==> config.mk <==
export PLATFORM = sky130hd
export DESIGN_NAME = if_icache_flat
export DESIGN_NICKNAME = d
export VERILOG_FILES = /design/src/rtl/if_icache_if.sv /design/src/rtl/if_icache.sv /design/src/flat_wrapper.sv
export SDC_FILE = /design/constraint.sdc
export NUM_CORES = 1
export LEC_CHECK = 0
export CORE_UTILIZATION = 25
export DETAILED_ROUTE_END_ITERATION = 8
export PLACE_DENSITY_LB_ADDON = 0.2
export SLEW_MARGIN = 20
export SYNTH_ARGS = -nofsm -noshare
export SYNTH_HDL_FRONTEND = slang
export SYNTH_SLANG_ARGS = --single-unit
==> constraint.sdc <==
create_clock -name clk -period 2.25 [get_ports clk]
set_input_delay 0.45 -clock clk [delete_from_list [all_inputs] [get_ports clk]]
set_output_delay 0.45 -clock clk [all_outputs]
set_load 0.01 [all_outputs]
==> src/rtl/if_icache_if.sv <==
// Fetch-stage bus: PC-side lookup, memory fetch handshake and issued instruction.
// Handshake: inst_fe requests inst_fpc; memory answers with a one-cycle inst_ok pulse carrying inst/inst_pc.
interface if_icache_if;
    logic [31:0] pc;
    logic        flush;
    logic        inst_ok;
    logic [31:0] inst;
    logic [31:0] inst_pc;
    logic [31:0] pc_o;
    logic [31:0] inst_o;
    logic        inst_fe;
    logic [31:0] inst_fpc;
    logic        if_stall;

    modport master (
        output pc, flush, inst_ok, inst, inst_pc,
        input  pc_o, inst_o, inst_fe, inst_fpc, if_stall
    );

    modport slave (
        input  pc, flush, inst_ok, inst, inst_pc,
        output pc_o, inst_o, inst_fe, inst_fpc, if_stall
    );
endinterface

==> src/rtl/if_icache.sv <==
// Instruction fetch stage with direct-mapped multi-word-line I-cache and line refill FSM.
// Define ICACHE_EN to build the cache; otherwise every fetch goes through the forwarding path.
module if_icache #(
    parameter int INDEX_BITS  = 6,
    parameter int OFFSET_BITS = 2
) (
    input  logic        clk,
    input  logic        rst,
    if_icache_if.slave  bus,
    output logic        state_o
);

`ifdef ICACHE_EN
    localparam int LINES = 1 << INDEX_BITS;
    localparam int WORDS = 1 << OFFSET_BITS;
    localparam int OFF_W = (OFFSET_BITS > 0) ? OFFSET_BITS : 1;
    localparam int TAG_W = 30 - OFFSET_BITS - INDEX_BITS;

    typedef enum logic {
        IDLE   = 1'b0,
        REFILL = 1'b1
    } state_t;

    state_t                  state_q, state_d;
    logic [OFF_W-1:0]        cnt_q, cnt_d;
    logic [31:0]             fpc_q, fpc_d;
    logic [INDEX_BITS-1:0]   rf_idx_q, rf_idx_d;
    logic [TAG_W-1:0]        rf_tag_q, rf_tag_d;
    logic [LINES-1:0]        valid_q;
    logic [TAG_W-1:0]        tag_q  [LINES];
    logic [31:0]             data_q [LINES][WORDS];

    logic [29:0]             pc_word;
    logic [INDEX_BITS-1:0]   idx;
    logic [TAG_W-1:0]        tag;
    logic [OFF_W-1:0]        off;
    logic [31:0]             line_base;
    logic                    hit;
    logic                    fwd;
    logic                    start;
    logic                    wr_en;
    logic                    last_word;
    logic                    fill_done;
    logic [31:0]             pc_out;
    logic [31:0]             inst_out;
    logic                    stall_out;
    logic                    unused_bits;

    assign pc_word   = bus.pc[31:2];
    assign idx       = INDEX_BITS'(pc_word >> OFFSET_BITS);
    assign tag       = TAG_W'(pc_word >> (OFFSET_BITS + INDEX_BITS));
    assign off       = (OFFSET_BITS == 0) ? '0 : OFF_W'(pc_word);
    assign line_base = {(pc_word >> OFFSET_BITS) << OFFSET_BITS, 2'b00};
    assign last_word = (cnt_q == OFF_W'(WORDS - 1));

    // The line under refill has its valid bit cleared, so it can never hit early.
    assign hit   = valid_q[idx] && (tag_q[idx] == tag);
    assign fwd   = !hit && bus.inst_ok && (bus.inst_pc[31:2] == pc_word);
    assign start = (state_q == IDLE) && !hit && !bus.flush;
    assign wr_en = (state_q == REFILL) && bus.inst_ok && !bus.flush;
    assign fill_done = wr_en && last_word;

    always_comb begin
        pc_out    = '0;
        inst_out  = '0;
        stall_out = 1'b0;
        if (!rst) begin
            if (hit) begin
                pc_out   = bus.pc;
                inst_out = data_q[idx][off];
            end else if (fwd) begin
                pc_out   = bus.pc;
                inst_out = bus.inst;
            end else begin
                stall_out = 1'b1;
            end
        end
    end

    assign bus.pc_o     = pc_out;
    assign bus.inst_o   = inst_out;
    assign bus.if_stall = stall_out;
    assign bus.inst_fe  = (state_q == REFILL) && !bus.inst_ok;
    assign bus.inst_fpc = fpc_q;
    assign state_o      = (state_q == REFILL);

    always_comb begin
        state_d  = state_q;
        cnt_d    = cnt_q;
        fpc_d    = fpc_q;
        rf_idx_d = rf_idx_q;
        rf_tag_d = rf_tag_q;
        case (state_q)
            IDLE: begin
                if (start) begin
                    state_d  = REFILL;
                    rf_idx_d = idx;
                    rf_tag_d = tag;
                    cnt_d    = '0;
                    fpc_d    = line_base;
                end
            end
            REFILL: begin
                if (bus.flush) begin
                    state_d = IDLE;
                end else if (bus.inst_ok) begin
                    cnt_d = cnt_q + 1'b1;
                    fpc_d = fpc_q + 32'd4;
                    if (last_word) begin
                        fpc_d   = bus.pc + 32'd4;
                        state_d = IDLE;
                    end
                end
            end
            default: state_d = IDLE;
        endcase
    end

    always_ff @(posedge clk or posedge rst) begin
        if (rst) begin
            state_q  <= IDLE;
            cnt_q    <= '0;
            fpc_q    <= '0;
            rf_idx_q <= '0;
            rf_tag_q <= '0;
        end else begin
            state_q  <= state_d;
            cnt_q    <= cnt_d;
            fpc_q    <= fpc_d;
            rf_idx_q <= rf_idx_d;
            rf_tag_q <= rf_tag_d;
        end
    end

    // Flush beats both refill start and a last-word completion in the same cycle.
    always_ff @(posedge clk or posedge rst) begin
        if (rst) begin
            valid_q <= '0;
        end else if (bus.flush) begin
            valid_q <= '0;
        end else if (start) begin
            valid_q[idx] <= 1'b0;
        end else if (fill_done) begin
            valid_q[rf_idx_q] <= 1'b1;
        end
    end

    always_ff @(posedge clk) begin
        if (wr_en) begin
            data_q[rf_idx_q][cnt_q] <= bus.inst;
        end
        if (fill_done) begin
            tag_q[rf_idx_q] <= rf_tag_q;
        end
    end

    assign unused_bits = ^{bus.pc[1:0], bus.inst_pc[1:0]};

`else
    localparam int unused_geom = INDEX_BITS + OFFSET_BITS;

    logic [31:0] fpc_q;
    logic        fwd;
    logic        unused_bits;

    assign fwd = bus.inst_ok && (bus.inst_pc[31:2] == bus.pc[31:2]);

    // Request the next sequential word once the current one has been acknowledged.
    always_ff @(posedge clk or posedge rst) begin
        if (rst) begin
            fpc_q <= '0;
        end else if (bus.inst_ok) begin
            fpc_q <= bus.pc + 32'd4;
        end else begin
            fpc_q <= bus.pc;
        end
    end

    assign bus.pc_o     = (!rst && fwd) ? bus.pc : 32'd0;
    assign bus.inst_o   = (!rst && fwd) ? bus.inst : 32'd0;
    assign bus.if_stall = !rst && !fwd;
    assign bus.inst_fe  = !bus.inst_ok && !rst;
    assign bus.inst_fpc = fpc_q;
    assign state_o      = 1'b0;

    assign unused_bits = ^{bus.flush, bus.pc[1:0], bus.inst_pc[1:0]};
`endif

endmodule

==> src/flat_wrapper.sv <==
// flat-port wrapper written by rule: the top's interface ports become plain ports
module if_icache_flat 
#(
    parameter int INDEX_BITS  = 6,
    parameter int OFFSET_BITS = 2
)
  (clk, rst, state_o, bus_pc, bus_flush, bus_inst_ok, bus_inst, bus_inst_pc, bus_pc_o, bus_inst_o, bus_inst_fe, bus_inst_fpc, bus_if_stall);
  if_icache_if bus_i ();
  input  logic clk;
  input  logic rst;
  output logic state_o;
  input wire logic [$bits(bus_i.pc)-1:0] bus_pc;
  input wire logic [$bits(bus_i.flush)-1:0] bus_flush;
  input wire logic [$bits(bus_i.inst_ok)-1:0] bus_inst_ok;
  input wire logic [$bits(bus_i.inst)-1:0] bus_inst;
  input wire logic [$bits(bus_i.inst_pc)-1:0] bus_inst_pc;
  output wire logic [$bits(bus_i.pc_o)-1:0] bus_pc_o;
  output wire logic [$bits(bus_i.inst_o)-1:0] bus_inst_o;
  output wire logic [$bits(bus_i.inst_fe)-1:0] bus_inst_fe;
  output wire logic [$bits(bus_i.inst_fpc)-1:0] bus_inst_fpc;
  output wire logic [$bits(bus_i.if_stall)-1:0] bus_if_stall;
  assign bus_i.pc = bus_pc;
  assign bus_i.flush = bus_flush;
  assign bus_i.inst_ok = bus_inst_ok;
  assign bus_i.inst = bus_inst;
  assign bus_i.inst_pc = bus_inst_pc;
  assign bus_pc_o = bus_i.pc_o;
  assign bus_inst_o = bus_i.inst_o;
  assign bus_inst_fe = bus_i.inst_fe;
  assign bus_inst_fpc = bus_i.inst_fpc;
  assign bus_if_stall = bus_i.if_stall;
  if_icache #(.INDEX_BITS(INDEX_BITS), .OFFSET_BITS(OFFSET_BITS)) u_core (.clk(clk), .rst(rst), .bus(bus_i), .state_o(state_o));
endmodule
==> metrics.txt, run 1 <==
Worst setup EP type=output port; met1 track utilization from global routing=a little over a quarter; Worst VDD drop=163 uV; critical path class=in2out; crit path from=bus_inst_pc[11]; num rows=38; most frequent cells in the layout=84 x buf_2, 71 x buf_4, 67 x clkdlybuf4s50_1; number of global-route vias before repair=3394; top-level I/O count=199; Critical-path top delay cell=nor4_4; remaining antenna violation count=0; Setup crit end=bus_pc_o[10]; final total power=1630 uW; setup violators final=64; Final min period=~2.6 ns; RSZ-0062 raised after global routing=yes; Reg clk slew, reported paths=0.07 ns; max cap viols=0; crit path cell chain=clkdlybuf4s15_1 > xor2_2 > nor4_4 > nand4_1 > buf_6 > buf_12 > clkbuf_16 > nor3_4 > buf_2; wirelength, routed=between 10000 and 15000 um; commonest non-fill, non-tap cell in the layout=buf_2; final worst setup slack=-0.340 ns; CP Max Fanout=5; CP startpoint kind=primary input; number of flip-flops in the largest register=32; clk root buf=clkbuf_8; DP HPWL=8440 um; Worst Path Arrival=between 2 and 2.5 ns; H-Tree Depth=2; mapped cell area=2780 sq um; Crit path max-delay family=buffers and inverters; grt total ovfl=0; yosys warns=0; global-route wire length before repair=roughly 18000 um; met2 Use GR=36.9%; starting DRC count in detailed routing=87; Max Fclk=0.386 GHz; starting density of the core=between 20% and 30%; layout cells sized above 1=53.7%; failing checks=setup timing; die width=108 um; DRC Markers=0; CP required=around 1.8 ns; fillers=978; met3 GRT Util=approximately 3.6%; Worst path max stage delay=0.26 ns; vias per inst=4.44; Core Region=10800 sq um; drt first pass iters=4; post-synthesis sequential area ratio=28.8%; clk sinks=32; Final Hold Vio Count=0; Leak=0.00296 uW; TritonCTS clock tree=yes; syn nets=412; fin nets=691; Synth-to-Final Area Change=118%; via count=3246; DR WL/cell=17.3 um; setup_tns=-17.78 ns; register area=about 800 sq um; min-delay worst type=in2reg; crit path buf inv count=5; all-layer global routing usage=21.1%; Netlist cell types=29; initial antenna violation count=1; Port Buf Inserts=just under 200; area of the multi-input gates=2140 sq um; DIE AREA=11600 sq um; outcome=finished with violations; Most Used Layer, Global Route=met2; WP depth=9; Max clock buf depth=2; pin count of the biggest net entering global routing=33; WHS=0.476 ns; Seq cells post-synth=32; Synth Area per Inst=slightly below 9 sq um; Num CTS Buffers=5; Post-Syn Instances=just over 300; Die H=108 um; hold buffers post-CTS=0; placer congestion estimate=0.790; Cell Pwr Density=269 nW/um^2; final worst-path cycle share=115%; max-slew violation count=0
layer usage:
metal / vias up / wire (um) / part of all wire, %
met1: 1518 / 5180 / 41
met5: - / 0 / 0
li1: 1553 / - / -
met3: 21 / 973 / 7.7
met2: 154 / 6140 / 49
met4: 0 / 321 / 2.5
synthesized netlist by cell type:
cell | number | area share, %
nor3_1 | 7 | 1.3
nand2b_1 | 1 | 0.22
nand3_1 | 5 | 0.90
buf_6 | 1 | 0.40
buf_4 | 1 | 0.27
xor2_1 | 31 | 9.8
inv_1 | 66 | 8.9
or4_1 | 1 | 0.27
nand2_1 | 13 | 1.8
o21a_1 | 1 | 0.27
nand4_1 | 15 | 3.4
nor4b_1 | 1 | 0.31
nor4_2 | 5 | 2.2
nor2_1 | 4 | 0.54
ha_1 | 1 | 0.45
and2_1 | 1 | 0.22
dfrtp_1 | 32 | 29
and3_1 | 3 | 0.67
nor4_1 | 4 | 0.90
conb_1 | 1 | 0.13
nand4_2 | 1 | 0.45
o21ai_0 | 1 | 0.18
buf_2 | 15 | 2.7
nor3_2 | 64 | 23
clkbuf_1 | 1 | 0.13
nand4b_1 | 2 | 0.63
nor4_4 | 2 | 1.5
xnor2_1 | 28 | 8.8
and4_1 | 3 | 0.94
cell type report:
class	count	area share, %
antenna	1	0.0413
clock inverter	1	0.0825
timing repair buffer	290	43.2
inverter	66	4.08
multi-input combinational	195	35.3
tap	140	2.89
sequential	32	13.2
clock buffer	6	1.20
worst min-delay path: stages:
cell     delay, ns
buf_6         0.09
buf_4         0.12
xnor2_1       0.06
stage by stage:
stage / std cells / worst slack (ns) / instance area [sq um] / utilization [%]
after floorplan: 311 / 0.0447 / 2780 / -
after global placement: 695 / -1.13 / 5340 / 49.2
after detailed placement: 695 / -1.13 / 5340 / 49.2
after CTS: 721 / -0.326 / 5650 / 52.1
after global routing: 731 / -0.400 / 6070 / 56.0
final: 731 / -0.340 / 6070 / 56.0
where the power goes:
group          switching, uW  total, uW  internal (uW)
sequential              9.16        617            608
combinational            281        600            318
clock                    207        417            210
worst min path at each step:
stage,slack (ns),end,from,depth (start not counted)
finish,0.48,u_core.bus.inst_fpc[13]$_DFF_PP0_,bus_pc[13],3
global route,0.48,u_core.bus.inst_fpc[13]$_DFF_PP0_,bus_pc[13],3
CTS,0.50,u_core.bus.inst_fpc[12]$_DFF_PP0_,bus_pc[12],3
detailed placement,0.94,u_core.bus.inst_fpc[1]$_DFF_PP0_,bus_pc[1],1
global placement,0.93,u_core.bus.inst_fpc[1]$_DFF_PP0_,bus_pc[1],1
floorplan,0.48,u_core.bus.inst_fpc[0]$_DFF_PP0_,bus_pc[0],0
kinds of logic after synthesis:
| group | count (synthesis) | synth area share [%] |
|---|---|---|
| and+or+nand+nor | 132 | 39.2 |
| AOI/OAI and AO/OA | 2 | 0.449 |
| buffers and inverters | 84 | 12.4 |
| xor gates and xnor gates | 59 | 18.6 |
| adders and majority gates | 1 | 0.449 |
| DFF | 32 | 28.8 |
| other | 1 | 0.135 |
timing repair:
action,CTS,global route
setup buffers,10,4
gates cloned,10,6
endpoints found under the setup margin,65,65
pin swaps,50,49
resized for setup,485,79
hold endpoints to repair,0,0
No activity file was read; power rests on OpenSTA's default activity.
==> run 2, diff against run 1 <==
--- a/config.mk
+++ b/config.mk
@@ -5,6 +5,7 @@
 export SDC_FILE = /design/constraint.sdc
 export NUM_CORES = 1
 export LEC_CHECK = 0
+export ABC_AREA = 1
 export CORE_UTILIZATION = 25
 export DETAILED_ROUTE_END_ITERATION = 8
 export PLACE_DENSITY_LB_ADDON = 0.2
==> metrics.txt, run 2 <==
outcome=finished with violations; failing checks=setup timing; clk root buf=clkbuf_8; setup_tns=-0.718 ns; H-Tree Depth=2; FFs w/ async S/R, synth=100%; Leak=0.00312 uW; final core utilization=approximately 55%; Synth Area per Inst=6.24 sq um; drt first pass iters=4; Core Region=roughly 10000 sq um; Max clock buf depth=2; WHS=0.420 ns; area post-placement=5310 sq um; yosys warns=0; min-delay worst type=in2reg; Synth-to-Final Area Change=113%; Psw=526 uW; Worst VDD drop=191 uV; Switching Share=30.3%; cell area after layout=5750 sq um; DR WL/cell=13.3 um; final worst setup slack=-0.0727 ns; Worst setup EP type=output port; via count=3589; number of synthesized flops with an enable pin=0; Netlist cell types=24; placed cells=828; Worst Path Arrival=between 1.5 and 2 ns; clk sinks=32; num rows=37; initial antenna violation count=1; number of flip-flops in the largest register=32; Seq cells post-synth=32; Synth area leaders=dfrtp_1 30%, nand2_1 16%, inv_1 15%; Max Fclk=0.431 GHz; TritonCTS clock tree=yes; area of the multi-input gates=about 1700 sq um; Flop pwr share=35.6%; Die H=106 um; top-level I/O count=199; power share of the combinational group=35.0%; syn nets=534; fin nets=slightly above 800; Final min period=2.32 ns; starting density of the core=25.9%; CP Max Fanout=7; vias per inst=4.16; CP startpoint kind=primary input; pin count of the biggest net entering global routing=33; number of global-route vias before repair=3680; final worst-path cycle share=103%; most common cell in the netlist=nand2_1; DIE AREA=11200 sq um; placer congestion estimate=0.860; mapped cell area=between 2000 and 3000 sq um; max-slew violation count=0; max cap viols=0; die width=106 um; wirelength, routed=11500 um; hold buffers post-CTS=0; most frequent cells in the layout=100 x inv_1, 100 x nand2_1, 91 x buf_4; all-layer global routing usage=19.8%; Reg clk slew, reported paths=0.06 ns; Post-synth top cells=115 x nand2_1, 111 x inv_1, 57 x nor2_1; Cell Count, Final, Fillers Out=862; crit path from=bus_inst_pc[8]; critical path class=in2out; Post-Syn Instances=433; layout cells sized above 1=a little under half; Internal=1210 uW; DP HPWL=approximately 9100 um; global-route wire length before repair=17000 um; remaining antenna violation count=0; fillers=about 1000; Synth top area share=29.6%; CP required=1.80 ns; Port Buf Inserts=194; Cell Pwr Density=around 300 nW/um^2; Setup crit end=bus_inst_o[1]; largest area contributor in the netlist=dfrtp_1; register area=801 sq um; Num CTS Buffers=5; Main synth FF type=dfrtp_1; DRC Markers=0; RSZ-0062 raised after global routing=yes; clock share of power=29.4%; setup violators final=32; Final Hold Vio Count=0; grt total ovfl=0; post-synthesis sequential area ratio=just under 30%; starting DRC count in detailed routing=around 150
[run 2: kinds of logic after synthesis]
kind of cell,synth area share (%)
AOI/OAI and AO/OA,0.555
adders and majority gates,0.463
xor gates and xnor gates,10.7
buffers and inverters,19.2
other,0.139
and+or+nand+nor,39.3
DFF,29.6
[run 2: repair_timing]
| item | in CTS | in global routing |
|---|---|---|
| cloned | 2 | 3 |
| pin swaps | 53 | 39 |
| resized for setup | 526 | 133 |
| buffers inserted | 21 | 1 |
| endpoints found under the setup margin | 65 | 65 |
[run 2: stage by stage]
stage	power, uW	worst slack [ns]
floorplan	807	0.000568
global placement	1190	-0.797
detailed placement	1200	-0.869
CTS	1710	-0.0347
global route	1820	-0.145
finish	1730	-0.0727
[run 2: layout make-up]
type                            count  area share [%]
Antenna cell                        1          0.0435
Clock buffer                        7            1.68
Inverter                          115            7.64
Multi-Input combinational cell    277            30.4
Sequential cell                    32            13.9
Tap cell                          136            2.96
Timing Repair Buffer              294            43.4
[run 2: power groups by stage]
stage	Sequential (uW)	Combinational (uW)	Clock [uW]
3_5_place_dp	628	569	0
5_1_grt	620	661	535
6_report	617	607	510
4_1_cts	617	579	519
2_1_floorplan	645	161	0
3_3_place_gp	627	567	0
[run 2: worst max-delay path, cell delays in order]
cell       delay (ns)
buf_2            0.13
xnor2_4          0.16
nand2_1          0.08
nor2_2           0.12
nand2_2          0.08
nor2_4           0.14
nand3_4          0.12
buf_12           0.18
clkbuf_16        0.18
nor2_4           0.11
buf_6            0.11
[run 2: how the worst min path moves through the flow]
| stage | start | to | slack, ns | cells after the start |
|---|---|---|---|---|
| 2_1_floorplan | bus_pc[0] | u_core.bus.inst_fpc[0]$_DFF_PP0_ | 0.48 | 0 |
| 3_3_place_gp | bus_pc[1] | u_core.bus.inst_fpc[1]$_DFF_PP0_ | 0.93 | 1 |
| 3_5_place_dp | bus_pc[0] | u_core.bus.inst_fpc[0]$_DFF_PP0_ | 0.93 | 1 |
| 4_1_cts | bus_pc[31] | u_core.bus.inst_fpc[31]$_DFF_PP0_ | 0.40 | 3 |
| 5_1_grt | bus_pc[31] | u_core.bus.inst_fpc[31]$_DFF_PP0_ | 0.42 | 3 |
| 6_report | bus_pc[31] | u_core.bus.inst_fpc[31]$_DFF_PP0_ | 0.42 | 3 |
[run 2: layer usage]
layer / GRT usage [%] / vias up / part of all wire [%]
li1: - / 1806 / -
met1: 21.7 / 1623 / 38
met2: 37.0 / 147 / 52
met3: 5.15 / 13 / 7.9
met4: 6.05 / 0 / 1.5
met5: 0 / - / 0
